`config.mk`:
```
export PLATFORM = sky130hd
export DESIGN_NAME = jk_updown_counter
export DESIGN_NICKNAME = d
export VERILOG_FILES = /design/src/rtl/jk_counter_pkg.sv /design/src/rtl/jk_ff_r.sv /design/src/rtl/jk_updown_counter.sv
export SDC_FILE = /design/constraint.sdc
export NUM_CORES = 1
export LEC_CHECK = 0
export BUFFER_PORTS_ARGS = -buffer_cell sky130_fd_sc_hd__buf_2
export CELL_PAD_IN_SITES_DETAIL_PLACEMENT = 1
export CELL_PAD_IN_SITES_GLOBAL_PLACEMENT = 2
export CORE_MARGIN = 2
export CORE_UTILIZATION = 28
export CTS_BUF_LIST = sky130_fd_sc_hd__clkbuf_4
export CTS_CLUSTER_SIZE = 40
export DETAILED_ROUTE_END_ITERATION = 8
export PLACE_DENSITY = 0.95
export SYNTH_ARGS = -nofsm -noshare
export SYNTH_HDL_FRONTEND = slang
export SYNTH_SLANG_ARGS = --single-unit
export TNS_END_PERCENT = 5
```
`constraint.sdc`:
```
create_clock -name clk -period 2.2 [get_ports clk]
set_input_delay 0 -clock clk [delete_from_list [all_inputs] [get_ports clk]]
set_output_delay 0 -clock clk [all_outputs]
set_load 0.05 [all_outputs]
```
`src/rtl/jk_counter_pkg.sv`:
```
// Shared constants and parameter checks for the JK-cell up/down counter.
package jk_counter_pkg;

    localparam int DEFAULT_WIDTH   = 4;
    localparam int DEFAULT_MODULUS = 10;

    // MODULUS must give at least two states and fit in WIDTH bits.
    function automatic bit modulus_ok(input int width, input int modulus);
        longint unsigned span;
        if (width < 1 || width > 31) return 1'b0;
        span = longint'(1) << width;
        return (modulus >= 2) && (longint'(modulus) <= span);
    endfunction

endpackage

```
`src/rtl/jk_ff_r.sv`:
```
// Single JK flip-flop with synchronous active-high clear.
module jk_ff_r (
    input  logic clk,
    input  logic rst,
    input  logic J,
    input  logic K,
    output logic Q,
    output logic Qbar
);

    // NOTE: sequential state is written with <= so every cell samples pre-edge values.
    always_ff @(posedge clk) begin
        if (rst) begin
            Q <= 1'b0;
        end else begin
            case ({J, K})
                2'b01:   Q <= 1'b0;
                2'b10:   Q <= 1'b1;
                2'b11:   Q <= ~Q;
                default: Q <= Q;
            endcase
        end
    end

    assign Qbar = ~Q;

endmodule

```
`src/rtl/jk_updown_counter.sv`:
```
// Modulo-N up/down counter with saturating parallel load, stored in JK cells
// whose excitation is derived from the desired next value.
module jk_updown_counter
    import jk_counter_pkg::*;
#(
    parameter int WIDTH   = DEFAULT_WIDTH,
    parameter int MODULUS = DEFAULT_MODULUS
) (
    input  logic             clk,
    input  logic             rst,
    input  logic             en,
    input  logic             up,
    input  logic             load,
    input  logic [WIDTH-1:0] load_val,
    output logic [WIDTH-1:0] count,
    output logic             tc,
    output logic [WIDTH-1:0] j_vec,
    output logic [WIDTH-1:0] k_vec
);

    if (!modulus_ok(WIDTH, MODULUS)) begin : g_bad_modulus
        $error("jk_updown_counter: MODULUS %0d out of range for WIDTH %0d", MODULUS, WIDTH);
    end

    localparam logic [WIDTH-1:0] MAX_VAL = WIDTH'(MODULUS - 1);
    localparam logic [WIDTH:0]   MOD_EXT = (WIDTH + 1)'(MODULUS);

    logic [WIDTH-1:0] next_val;
    logic [WIDTH-1:0] count_n;

    // NOTE: next_val gets a default first so no path through the block infers a latch.
    always_comb begin
        next_val = count;
        if (load) begin
            next_val = ({1'b0, load_val} < MOD_EXT) ? load_val : MAX_VAL;
        end else if (en) begin
            if (up) next_val = (count == MAX_VAL) ? '0 : count + 1'b1;
            else    next_val = (count == '0) ? MAX_VAL : count - 1'b1;
        end
    end

    // Only changing bits are excited, so J=K=1 can never be presented.
    assign j_vec = rst ? '0 : (next_val & count_n);
    assign k_vec = rst ? '0 : (~next_val & count);

    assign tc = ~rst & en & ~load & (up ? (count == MAX_VAL) : (count == '0));

    for (genvar i = 0; i < WIDTH; i++) begin : g_cell
        jk_ff_r u_cell (
            .clk  (clk),
            .rst  (rst),
            .J    (j_vec[i]),
            .K    (k_vec[i]),
            .Q    (count[i]),
            .Qbar (count_n[i])
        );
    end

endmodule

```
==> results_dict.tcl <==
set metrics [dict create \
    grt_setup_unrepaired "false" \
    regMostFlops "g_cell.u_cell.Q" \
    start_kind "flip-flop" \
    yosysSeqAreaShare 0.139 \
    clockRootBuffer "clkbuf_4" \
    drt_iter0_markers 5 \
    postLayoutCellArea_sq_um 623 \
    synth_top_cell_by_area "buf_4" \
    fin_nets 100 \
    place_ws_ns 0.505 \
    die_y_um 49.3 \
    grt_max_degree 14 \
    cts_max_level 1 \
    worst_pin_slew_ns 0.452 \
    viasPerCell 5.22 \
    power_density_nw_per_um2 514 \
    irDropWorstVdd_mv 0.409 \
    reg2reg_to "g_cell[3].u_cell.Q$_SDFFE_PP0P_" \
    mostFrequentLayoutCells "21 x buf_2, 7 x nand2_1, 5 x a21oi_1, 5 x o21ai_0" \
    ctsHoldBuffers 0 \
    post-route-min-period_ns 1.94 \
    start_util 0.296 \
    min_path_cells 2 \
    place.gp.congestion 0.771 \
    path_clk_slew_ns 0.04 \
    multi_input_area_sq_um 355 \
    wl_per_cell_um 13.2 \
    drt_first_pass_iters 2 \
    grt_pass1_wl_um 2580 \
    port_buffers 21 \
    report.final.setup_viol 0 \
    chipWidth_um 49.3 \
    cts_buffers 3 \
    fin_util 0.321 \
    cp.required_ns 2.20 \
    worst_ep_arrival_time_ns 1.94 \
    totalWireLength_um 1540 \
    setup_ws_ns 0.263 \
    dp_cells 113 \
    synth_top_area_share 0.157 \
    tritoncts "built" \
    holdPathEnd "g_cell[1].u_cell.Q$_SDFFE_PP0P_" \
    antenna_cells 0 \
    fp.coreArea_sq_um 1940 \
    fmax_mhz 516 \
    rr_startpoint "g_cell[1].u_cell.Q$_SDFFE_PP0P_" \
    fillers 277 \
    rows 16 \
    drcViolationCount 0 \
    p_leak_nw 0.285 \
    ant_nets 0 \
    r2r_cells 4 \
    fin_hold_ws_ns 0.106 \
    relSlewSlack 0.698 \
    grtUsageTotal 0.134 \
    final_common_cell "buf_2" \
    syn_inst 82 \
    period_share 0.881 \
    synthToLayoutAreaGrowth_pct 8.26 \
    io-pin-count 22 \
    top_regs "g_cell.u_cell.Q: 4 flops" \
    worstPathCellList "nand4b_1 > o21ai_0 > a2111oi_0 > a32o_1 > buf_2" \
    netlist_area_sq_um 576 \
    cts_resized 0 \
    synth.avg_cell_area_sq_um 7.02 \
    outcome "completed" \
    yosys-top-cells-area "buf_4 16%, dfxtp_1 14%, nand2_1 4.6%" \
    grt.overflow.total 0 \
    die-area_sq_um 2430 \
    setup_tns_ns 0 \
    drive_gt1_frac 0.315 \
    dp_hpwl_um 1220 \
    worstHoldPathType "in2reg" \
    syn_nets 91 \
    final-hold-violation-count 0 \
    crit_fanout 12 \
    synth_seq_cells 4 \
    final_cells 116 \
    total_power_mw 0.320 \
    synth.distinct_cells 34 \
    postCtsSetupBuffers 0 \
    regArea_sq_um 80.1 \
    slowest_delay_ns 0.53 \
    crit_type "reg2out" \
    vias 606 \
    crit_path_end_kind "output pin" \
    synth_warnings 0 \
    largest_reg_flops 4 \
    cts_sinks 4 \
    grt_pass1_vias 607 \
    worstHoldStart "rst" \
    skew_ns 0.00247 \
    slew_violations 0 \
    cp_slowest_cell "dfxtp_1" \
    placed_area_sq_um 601 \
    drv_cap 0 \
    clkLatencyLatePin_ns 0.23 \
    antenna_found_initial 0 \
    cts_buffer_depth 2 \
    reg2reg_setup_slack_ns 0.67 \
]
[kinds of logic after synthesis]
group	count (synthesis)	share of synthesized area
buf+inv	22	0.243
xor+xnor	3	0.0457
compound gates	23	0.289
flops	4	0.139
simple gates	30	0.283
[worst max-delay path: cells and delay by family, from the launching register on]
kind                   cells  cell delay [ns]
flip-flops                 1             0.53
buffers and inverters      1             0.26
AND/OR/NAND/NOR            1             0.17
AO/OA/AOI/OAI              3             0.75
[Yosys cell counts]
master and n:
dfxtp_1 4, xnor2_1 2, a211oi_1 1, nor2b_1 4, a32o_1 2, a21bo_1 1, a2111oi_0 1, a31oi_1 1
nand3_1 2, a21oi_1 5, nand4_1 1, buf_4 12, and3_1 1, inv_1 3, and3b_1 1, or3_1 1
a221oi_2 1, o221ai_1 1, nand4b_1 1, and2_1 1, o21ai_0 5, buf_2 4, nor2_1 4, o21bai_1 2
nor3_1 4, a21boi_0 1, o31ai_1 1, nor4_1 2, buf_6 1, clkbuf_1 2, nand2_1 7, or3_4 1
xor2_1 1, o211a_1 1
[worst max path at each step]
stage | cells after the start | to | startpoint
floorplan | 3 | tc | g_cell[0].u_cell.Q$_SDFFE_PP0P_
global placement | 5 | k_vec[3] | g_cell[3].u_cell.Q$_SDFFE_PP0P_
detailed placement | 5 | k_vec[3] | g_cell[3].u_cell.Q$_SDFFE_PP0P_
CTS | 5 | k_vec[3] | g_cell[3].u_cell.Q$_SDFFE_PP0P_
global route | 5 | k_vec[2] | g_cell[1].u_cell.Q$_SDFFE_PP0P_
finish | 5 | k_vec[3] | g_cell[3].u_cell.Q$_SDFFE_PP0P_
[area by class of cell]
type / count / area share
sequential: 4 / 0.129
tap: 27 / 0.0542
multi-input combinational: 56 / 0.570
clock buffer: 3 / 0.0361
inverter: 3 / 0.0181
timing repair buffer: 23 / 0.193
[metal layers]
metal	vias up	track usage	wire length, um
li1	297	-	-
met1	281	0.144	669
met2	24	0.232	722
met3	4	0.0583	104
met4	0	0.0476	40
met5	-	0	0
[power by group]
part / internal, mW / switching, mW / total, mW
sequential: 0.0785 / 0.0129 / 0.0914
clock: 0.0607 / 0.0259 / 0.0867
combinational: 0.0455 / 0.0968 / 0.142
total: 0.185 / 0.136 / 0.320
Power figures use the tool's default switching activity.
